**config.mk**
```make
export PLATFORM = sky130hd
export DESIGN_NAME = tmng_array
export DESIGN_NICKNAME = d
export VERILOG_FILES = /design/src/rtl/tmng_pkg.sv /design/src/rtl/tmng_seg7_decoder.sv /design/src/rtl/tmng_array.sv
export SDC_FILE = /design/constraint.sdc
export NUM_CORES = 1
export LEC_CHECK = 0
export ABC_AREA = 1
export CORE_ASPECT_RATIO = 0.5
export CORE_MARGIN = 2
export CORE_UTILIZATION = 57
export DETAILED_ROUTE_END_ITERATION = 8
export PLACE_DENSITY = 0.78
export SKIP_CTS_REPAIR_TIMING = 1
export SYNTH_ARGS = -nofsm -noshare
export SYNTH_HDL_FRONTEND = slang
export SYNTH_SLANG_ARGS = --single-unit
export TNS_END_PERCENT = 30
```
**constraint.sdc**
```tcl
create_clock -name clk -period 3.3 [get_ports clk]
set_clock_uncertainty 0.2 [all_clocks]
set_input_delay 0.33 -clock clk [delete_from_list [all_inputs] [get_ports clk]]
set_output_delay 0.33 -clock clk [all_outputs]
set_load 0.005 [all_outputs]
```
**src/rtl/tmng_pkg.sv**
```systemverilog
// Shared types and constants for the time-multiplexed gate array.
// Holds the gate opcodes, the sweep FSM states and the 7-segment lookup table.
package tmng_pkg;

  typedef enum logic [1:0] {
    OP_NAND = 2'b00,
    OP_NOR  = 2'b01,
    OP_XOR  = 2'b10,
    OP_AND  = 2'b11
  } op_e;

  typedef enum logic [1:0] {
    ST_IDLE = 2'b00,
    ST_EVAL = 2'b01,
    ST_FIN  = 2'b10
  } state_e;

  // Segment patterns for hex digits 0..F, bit0 = a .. bit6 = g, active-high.
  localparam logic [6:0] SEG7_LUT [16] = '{
    7'h3F, 7'h06, 7'h5B, 7'h4F, 7'h66, 7'h6D, 7'h7D, 7'h07,
    7'h7F, 7'h6F, 7'h77, 7'h7C, 7'h39, 7'h5E, 7'h79, 7'h71
  };

  function automatic logic apply_op(input op_e op, input logic a, input logic b);
    logic r;
    case (op)
      OP_NAND: r = ~(a & b);
      OP_NOR:  r = ~(a | b);
      OP_XOR:  r = a ^ b;
      default: r = a & b;
    endcase
    return r;
  endfunction

endpackage

```
**src/rtl/tmng_seg7_decoder.sv**
```systemverilog
// Combinational hex-to-7-segment decoder; the output register lives in the caller.
module tmng_seg7_decoder
  import tmng_pkg::*;
(
  input  logic [3:0] nibble,
  output logic [6:0] pattern
);

  assign pattern = SEG7_LUT[nibble];

endmodule

```
**src/rtl/tmng_array.sv**
```systemverilog
// Time-multiplexed array of configurable 2-input gates, evaluated one gate per cycle.
// Optional macro TMNG_SEG7_EN adds a registered 7-segment view of gate_out[3:0].
module tmng_array
  import tmng_pkg::*;
#(
  parameter  int NUM_IN    = 8,
  parameter  int NUM_GATES = 16,
  localparam int SEL_W     = $clog2(NUM_IN + NUM_GATES),
  localparam int AW        = $clog2(NUM_GATES)
) (
  input  logic                 clk,
  input  logic                 rst,
  input  logic [NUM_IN-1:0]    in_vec,
  input  logic                 cfg_we,
  input  logic [AW-1:0]        cfg_addr,
  input  logic [1:0]           cfg_op,
  input  logic [SEL_W-1:0]     cfg_sel_a,
  input  logic [SEL_W-1:0]     cfg_sel_b,
  input  logic                 start,
  output logic                 busy,
  output logic                 done,
  output logic [NUM_GATES-1:0] gate_out,
  output logic [6:0]           seg
);

  localparam int              SIG_N     = NUM_IN + NUM_GATES;
  localparam logic [SEL_W:0]  SIG_LIMIT = (SEL_W + 1)'(SIG_N);
  localparam logic [AW-1:0]   LAST_IDX  = AW'(NUM_GATES - 1);

  state_e               state_reg, state_next;
  logic [AW-1:0]        idx_reg;
  logic [NUM_IN-1:0]    snapshot_reg;
  logic [NUM_GATES-1:0] gate_state_reg, gate_state_next, gate_out_reg;
  op_e                  op_tbl    [NUM_GATES];
  logic [SEL_W-1:0]     sel_a_tbl [NUM_GATES];
  logic [SEL_W-1:0]     sel_b_tbl [NUM_GATES];
  logic [SIG_N-1:0]     sig;
  logic                 opnd_a, opnd_b, gate_result;
  logic                 cfg_ok, last_gate;

  assign cfg_ok    = cfg_we && (state_reg == ST_IDLE);
  assign last_gate = (state_reg == ST_EVAL) && (idx_reg == LAST_IDX);

  always_ff @(posedge clk) begin
    for (int i = 0; i < NUM_GATES; i++) begin
      if (rst) begin
        op_tbl[i]    <= OP_NAND;
        sel_a_tbl[i] <= '0;
        sel_b_tbl[i] <= '0;
      end else if (cfg_ok && (cfg_addr == AW'(i))) begin
        op_tbl[i]    <= op_e'(cfg_op);
        sel_a_tbl[i] <= cfg_sel_a;
        sel_b_tbl[i] <= cfg_sel_b;
      end
    end
  end

  // Gates below idx already hold this sweep's value, the rest still the previous sweep's.
  assign sig = {gate_state_reg, snapshot_reg};

  always_comb begin
    opnd_a = 1'b0;
    opnd_b = 1'b0;
    if ({1'b0, sel_a_tbl[idx_reg]} < SIG_LIMIT) opnd_a = sig[sel_a_tbl[idx_reg]];
    if ({1'b0, sel_b_tbl[idx_reg]} < SIG_LIMIT) opnd_b = sig[sel_b_tbl[idx_reg]];
    gate_result     = apply_op(op_tbl[idx_reg], opnd_a, opnd_b);
    gate_state_next = gate_state_reg;
    if (state_reg == ST_EVAL) gate_state_next[idx_reg] = gate_result;
  end

  always_ff @(posedge clk) begin
    if (rst) state_reg <= ST_IDLE;
    else     state_reg <= state_next;
  end

  always_comb begin
    state_next = state_reg;
    case (state_reg)
      ST_IDLE: if (start) state_next = ST_EVAL;
      ST_EVAL: if (idx_reg == LAST_IDX) state_next = ST_FIN;
      ST_FIN:  state_next = ST_IDLE;
      default: state_next = ST_IDLE;
    endcase
  end

  always_comb begin
    busy = (state_reg != ST_IDLE);
    done = (state_reg == ST_FIN);
  end

  // gate_out is published on the edge into FIN so it is already valid while done is high.
  always_ff @(posedge clk) begin
    if (rst) begin
      idx_reg        <= '0;
      snapshot_reg   <= '0;
      gate_state_reg <= '0;
      gate_out_reg   <= '0;
    end else begin
      case (state_reg)
        ST_IDLE: begin
          if (start) begin
            snapshot_reg <= in_vec;
            idx_reg      <= '0;
          end
        end
        ST_EVAL: begin
          gate_state_reg <= gate_state_next;
          if (last_gate) begin
            idx_reg      <= '0;
            gate_out_reg <= gate_state_next;
          end else begin
            idx_reg <= idx_reg + 1'b1;
          end
        end
        default: ;
      endcase
    end
  end

  assign gate_out = gate_out_reg;

`ifdef TMNG_SEG7_EN
  logic [6:0] seg_pattern, seg_reg;

  tmng_seg7_decoder u_seg7 (
    .nibble (gate_state_next[3:0]),
    .pattern(seg_pattern)
  );

  always_ff @(posedge clk) begin
    if (rst)            seg_reg <= '0;
    else if (last_gate) seg_reg <= seg_pattern;
  end

  assign seg = seg_reg;
`else
  assign seg = '0;
`endif

endmodule

```
# After elaboration in Yosys (flattened, before gate mapping)
# Memories as Yosys holds them, arrays and structs flattened. A register that Yosys moved wholly into a read port is not among the register bits.
# Index checks and enable logic that the tools add are counted.
# Widths: inputs -> output; s select.
[totals] register_bits=46 latchBits=0 mem_bits_rw=192 mem_bits_ro=0 inputBits=28 output_inout_bits=25 word_cells=238 n_memories=3
[op_classes] n_addsub=1 n_mul=0 div=0 order_cmp=6 eq_ne=22 shifts=0 mux=120 bitwise=53 n_reduce_logical=28
[mem_list] memory="sel_a_tbl" depth=16 word_bits=5 read_ports=1 rd_ports_with_merged_regs=1 wr=16 line_no="tmng_array.sv:35" rtl="logic [SEL_W-1:0] sel_a_tbl [NUM_GATES];"
[mem_list] memory="sel_b_tbl" depth=16 word_bits=5 read_ports=1 rd_ports_with_merged_regs=1 wr=16 line_no="tmng_array.sv:36" rtl="logic [SEL_W-1:0] sel_b_tbl [NUM_GATES];"
[mem_list] memory="op_tbl" depth=16 word_bits=2 read_ports=1 rd_ports_with_merged_regs=1 wr=16 line_no="tmng_array.sv:34" rtl="op_e op_tbl [NUM_GATES];"
[ops] op="$mux 5" n=32
[ops] op="$mux 1" n=55
[ops] op="$or 1x1->1" n=49
[ops] op="$eq 4x4->1 const B" n=9
[ops] op="$mux 2" n=18
[ops] op="$mux 4" n=8
[ops] op="$logic_and 1x1->1" n=19
[ops] op="$bwmux 16" n=1
[ops] op="$eq 4x3->1 const B" n=4
[ops] op="$lt 5x6->1 const B" n=2
[ops] op="$bmux 1 s5" n=2
[ops] op="$lt 5x5->1 const B" n=2
[ops] op="$eq 4x2->1 const B" n=2
[ops] op="$pmux 4 s2" n=1
[ops] op="$reduce_and 2->1" n=4
[ops] op="$lt 4x5->1 const B" n=1
[ops] op="$add 4x1->4 const B" n=1
[ops] op="$demux 1 s4" n=1
[ops] op="$eq 2x1->1 const B" n=2
[ops] op="$eq 2x2->1 const B" n=2
[ops] op="$eq 4x1->1 const B" n=1
[ops] op="$ge 4x1->1 const B" n=1
[ops] op="$logic_not 2->1" n=2
[ops] op="$logic_not 4->1" n=1
[ops] op="8 further kinds" n=10

# Longest topological paths before layout
# Gate-level depths: netlist (run 1).
[depth] ltp_word=7 mapped_depth=24 depth_no_buf=22

# Least setup slack after synthesis (run 1)
# No wires, ideal clock.
[synth_timing] kind="flip-flop to flip-flop" startpoint="register (tool-made name)" endpoint="register gate_state_reg[7]" setup_time_ps=136 arrival_ps=2478 slack_ps=485 path_stages_with_launch=25 period_less_slack_ps=2815 cell_sequence="dfxtp_1 > inv_2 > buf_6 > buf_6 > nand2_1 > nand3_1 > nand3_1 > nand3_4 > nand2_4 > buf_6 > nand2_1 > nand3_1 > nand3_1 > nand3_1 > nand2_1 > nand2_1 > nand2_1 > ha_1 > nand3_1 > o21ai_2 > nand2_2 > buf_6 > nand3_2 > nand2_2 > a21oi_2"
[synth_lines] item="to (signal assigned)" line_no="tmng_array.sv:107" rtl="gate_state_reg <= gate_state_next;"
[synth_lines] item="to (decl)" line_no="tmng_array.sv:33" rtl="logic [NUM_GATES-1:0] gate_state_reg, gate_state_next, gate_out_reg;"

==> results.cfg, run 1 <==
[worst_setup_path]
r2r_cells = 18
slowest_stage = o211ai_1
crit_path_cell_trace = buf_6, buf_4, o21ai_1, o22ai_1, o211ai_1, nand2_1, inv_2, buf_4, nand4_1, nand2_1, ha_1, nand3_2, o21ai_2, nand2_2, buf_12, nand3_1, nand2_1, o21ai_0
path_delay_family = compound AO/OA/AOI/OAI gates
critPathMostFrequentCell = nand2_1
start_kind = flop
max_stage_delay_ps = 450
cp_max_fo = 18
crit_type = reg2reg
worstPathArrival_ps = 3380
reg2reg_slack_ps = 90
path_buf_inv = 5
required_ps = 3480
critPathCaptureType = flop
timing.rr.end = gate_out[14]

[cts]
clock-root-buffer = clkbuf_16
clk_pin_slew_worst_paths_ps = 70
cts_sinks = 242
cts_buffer_depth = 3
cts_buffers = 22
cts_tree = yes
worst_skew_pair.late_latency_ps = 530
htree_levels = 1

[route]
drtIter0Drc = 1318
via_per_inst = 6.02
first_pass_iters = 6
ant_nets = 0
wl_per_cell_um = 20.0
num_vias = 9941
drc = 0
wl_um = 32900

[cells_and_area]
diodes = 0
reg.largest.list = sel_a_tbl x80, sel_b_tbl x80, op_tbl x32
final_area_mm2 = 0.0137
synthToLayoutAreaGrowth_pct = 15.9
final_cells = 1651
fin_util = 0.670
drive_gt1_frac = 0.136
fill_cells = 1484
nNetsFinal = 1396

[synthesis]
synth-edff-count = 192
synth_top_family_by_area = simple AND/OR/NAND/NOR gates
synthAdderAreaFrac = 0.00637
ys.warnings.count = 0
syn_inst = 1308
muxShareOfSynthArea = 0
ys_types = 34
synth-async-reset-ratio = 0
syn-cell-area_mm2 = 0.0118
synth_ff_type = edfxtp_1
synth_area_per_cell_um2 = 9.02
ys_seq_area_frac = 0.574
synth-xor-area-share = 0
synth-simple-area-share = 0.263
synth_compound_area_frac = 0.0764
ys_seq_elements = 242

[floorplanning]
initial_core_util = 0.578
core_mm2 = 0.0204
die_w_um = 207
io_pins = 53
rows = 37
dieArea_mm2 = 0.0219
dieHeight_um = 106

[place]
dp_hpwl_um = 19800
place_inst = 1584
place_area_mm2 = 0.0124
gp_congestion = 0.863
io_buffers = 45

[global_routing]
grt_pass1_vias = 9026
grt-ovfl-total = 0
antenna_found_initial = 0
grt_pass1_wl_um = 48400
grtUsageTotal = 0.282
grt_max_degree = 51

[timing]
setup_viol = 0
hold_ws_ps = 245
finalCritPeriodShare = 0.972
max_freq_ghz = 0.312
drv_slew = 0
worst_pin_slew_ps = 945
hold_viol_final = 0
finalCriticalPeriod_ps = 3210
grt_setup_unrepaired = yes
slew-limit-headroom = 0.369

[power]
leakage_uw = 0.00550
p_per_area_mw_per_mm2 = 523
irDropWorstVdd_mv = 0.326

[min_path]
hold_depth = 3
holdPathEnd = snapshot_reg[3]
hold_class = in2reg
worstHoldStart = in_vec[3]

[run_status]
outcome = finished clean

[job]
drv_cap = 0
==> synth_stat cells, types with 10 or more instances <==
cell / number / area [um2]
nand3_1: 170 / 851
edfxtp_1: 192 / 5770
buf_6: 22 / 248
inv_1: 89 / 334
o211ai_1: 10 / 75.1
o221ai_1: 11 / 96.3
nand2_2: 19 / 119
o21ai_1: 18 / 90.1
a21oi_1: 20 / 100
nand2_1: 228 / 856
nor2_1: 274 / 1030
dfxtp_1: 50 / 1000
clkbuf_1: 42 / 158
buf_4: 14 / 105
o21ai_0: 80 / 400
==> worst register-to-register path, delay by kind of cell, from the launching register on <==
family | cells | cell delay (ps)
AO/OA/AOI/OAI | 5 | 800
AND/OR/NAND/NOR | 7 | 760
flip-flops | 1 | 350
adder cells (fa/ha/maj) | 1 | 230
buffers and inverters | 5 | 720
==> metrics by stage <==
stage | TNS [ps] | setup slack, ps | power, uW
after floorplan | 0 | 485 | 4170
after global placement | -46.3 | -16.1 | 4410
after detailed placement | -272 | -31.5 | 4430
after CTS | -651 | -48.3 | 6980
after global routing | -572 | -53.6 | 7330
final | 0 | 91.5 | 7150
==> per-layer routing <==
metal  GRT usage  routed length (um)  vias to the layer above
li1            -                   -                     4461
met1       0.380               12500                     4722
met2       0.467               15500                      656
met3      0.0414                3550                      102
met4       0.104                1330                        0
met5           0                   0                        -
==> worst max path at each step <==
stage	start	endpoint	slack, ps	depth (start not counted)
6_report	flop	gate_out[14]	90	18
5_1_grt	flop	gate_out[13]	-50	23
4_1_cts	flop	gate_out[1]	-50	22
3_5_place_dp	flop	gate_out[14]	-30	22
3_3_place_gp	flop	gate_out[1]	-20	23
2_1_floorplan	flop	gate_state_reg[7]	490	24
==> cells in the final DEF, fill, tap and decap left out, drive strengths merged <==
| cell type | n |
|---|---|
| nor2 | 274 |
| nand2 | 252 |
| edfxtp | 192 |
| nand3 | 183 |
| o21ai | 99 |
| inv | 93 |
| buf | 61 |
| dfxtp | 50 |
| clkdlybuf4s50 | 45 |
| clkbuf | 36 |
| a21oi | 29 |
| o221ai | 11 |
| o211ai | 11 |
| clkinv | 11 |
| conb | 7 |
| or2 | 6 |
| ha | 6 |
| o22ai | 5 |
| nand4 | 2 |
| bufinv | 2 |
| nor3 | 1 |
| a211oi | 1 |
| clkinvlp | 1 |
==> power breakdown <==
| part | total, uW | switching [uW] | internal (uW) |
|---|---|---|---|
| sequential | 3460 | 50.3 | 3410 |
| clock | 2620 | 1140 | 1480 |
| combinational | 1070 | 699 | 371 |
==> layout make-up <==
class,count,area [um2],share of cell area
clock buffers,31,624,0.0457
clock inverters,9,105,0.00769
inverters,98,385,0.0282
multi-input cells,887,4280,0.313
flip-flops and latches,242,6770,0.495
well taps,273,342,0.0250
repair buffers,111,1170,0.0853
==> logic make-up (layout without fill, tap and decap cells) <==
group           after synthesis  after routing
compound gates              156            156
fa+ha+maj                     6              6
buf+inv                     187            249
flops                       242            242
other cells                   1              7
simple gates                716            718
No activity file was read; power rests on OpenSTA's default activity.
==> inputs of run 2 (changes only) <==
GPL_TIMING_DRIVEN = 1   (was default)
==> results of run 2 <==
The final DEF is identical to that of run 1; final timing and power are the same.
==> inputs of run 3 (changes only) <==
GPL_ROUTABILITY_DRIVEN = 0   (was default)
==> run 3 against run 2 <==
The flow now finishes with violations (setup timing). Power rose by 0.98%. Routed wire length rose by 5.6%. Sequential cell count unchanged. Worst setup slack lost 160 ps. Sequential power about the same. Critical path depth up 4. Non-clock buffer count rose by 2. First-iteration DRC count is 25% higher. Final cell count rose by 0.30%. Global-route usage down 0.14 points. Die area unchanged. Critical endpoint is now gate_out[11].
==> results.cfg, run 3 (same netlist as run 1, synthesis figures left out) <==
[run_status]
outcome = finished with violations
failed_checks = setup timing

[timing]
worst_pin_slew_ps = 1170
grt_setup_unrepaired = yes
slew-limit-headroom = 0.210
hold_viol_final = 0
max_freq_ghz = 0.297
setup_tns_ps = -683
setup_viol = 24
setup_ws_ps = -68.9
finalCriticalPeriod_ps = 3370
drv_slew = 0
finalCritPeriodShare = 1.02

[route]
drc = 0
wl_um = 34800
ant_nets = 0
first_pass_iters = 6
num_vias = 10219
drtIter0Drc = 1645
via_per_inst = 6.17
wl_per_cell_um = 21.0

[floorplanning]
rows = 37
die_w_um = 207
dieHeight_um = 106
dieArea_mm2 = 0.0219
initial_core_util = 0.578
io_pins = 53
core_mm2 = 0.0204

[worst_setup_path]
required_ps = 3480
cp_max_fo = 12
start_kind = flop
critPathMostFrequentCell = nand3_1
max_stage_delay_ps = 450
critPathCaptureType = flop
crit_path_cell_trace = clkinv_8, buf_12, nand2_1, nand3_1, nand3_1, nand3_1, nand2_2, inv_2, nand3_1, nand3_1, nand3_2, nand2_1, nand2_1, nand2_1, ha_1, nand3_2, o21ai_2, nand2_2, clkbuf_16, nand3_2, nand2_2, o21ai_1
crit_type = reg2reg
slowest_stage = dfxtp_4
worstPathArrival_ps = 3550

[global_routing]
grt_max_degree = 53
grt-ovfl-total = 0
grt_pass1_vias = 9091
antenna_found_initial = 0
grt_pass1_wl_um = 48000
grtUsageTotal = 0.280

[cells_and_area]
nNetsFinal = 1402
multi_input_area_mm2 = 0.00444
fill_cells = 1452
diodes = 0
reg.largest.list = sel_a_tbl x80, sel_b_tbl x80, op_tbl x32
final_cells = 1656
final_common_cell = nor2_1
final_area_mm2 = 0.0139
synthToLayoutAreaGrowth_pct = 17.4
drive_gt1_frac = 0.153
regArea_mm2 = 0.00677
layout_common_cells = nor2_1, nand2_1, edfxtp_1, nand3_1, inv_1

[cts]
htree_levels = 1
cts_sinks = 242
clock-root-buffer = clkbuf_16
cts_tree = yes
worst_skew_pair.late_latency_ps = 520
clk_pin_slew_worst_paths_ps = 70
cts_buffer_depth = 3
cts_buffers = 22

[power]
leakage_uw = 0.00555
irDropWorstVdd_mv = 0.365
total_power_uw = 7220
p_per_area_mw_per_mm2 = 521

[place]
place_inst = 1577
dp_hpwl_um = 20000
io_buffers = 45
place_area_mm2 = 0.0124

[job]
drv_cap = 0

[min_path]
hold_class = in2reg
## run 3: final timing paths
path | to | startpoint | slack, ps | depth (start not counted)
max | gate_out[11] | flop | -70 | 22
min | snapshot_reg[5] | in_vec[5] | 240 | 3
max reg2reg | gate_out[11] | flop | -70 | 22
min reg2reg | gate_out[15] | gate_out[15] | 250 | 2
## run 3: metrics by stage
step / utilization / hold WS [ps] / setup slack, ps
after floorplan: - / 245 / 485
after global placement: 0.606 / 238 / 172
after CTS: 0.640 / 236 / 50.8
after global routing: 0.678 / 248 / -219
after detailed placement: 0.606 / 247 / 79.0
final: 0.678 / 241 / -68.9
## run 3: power by group
group | switching (uW) | internal [uW] | total (uW)
clock | 1160 | 1430 | 2590
combinational | 760 | 407 | 1170
sequential | 52.6 | 3410 | 3460
## run 3: worst max-delay path, delay by kind of cell (launching register included)
| family | cells | cell delay, ps |
|---|---|---|
| AND/OR/NAND/NOR | 15 | 1580 |
| buffers and inverters | 4 | 590 |
| flip-flops | 1 | 450 |
| adder cells (fa/ha/maj) | 1 | 280 |
| AO/OA/AOI/OAI | 2 | 130 |
## run 3: metal layers
layer	global-route usage	up-vias	routed length (um)
li1	-	4478	-
met1	0.372	4796	12800
met5	0	-	0
met2	0.464	792	16100
met4	0.0995	0	1660
met3	0.0536	153	4180
## run 3: area by class of cell
class,count,share of cell area
clock buffers,27,0.0426
flip-flops and latches,242,0.489
repair buffers,113,0.0874
clock inverters,12,0.00795
inverters,98,0.0281
multi-input cells,891,0.320
well taps,273,0.0247
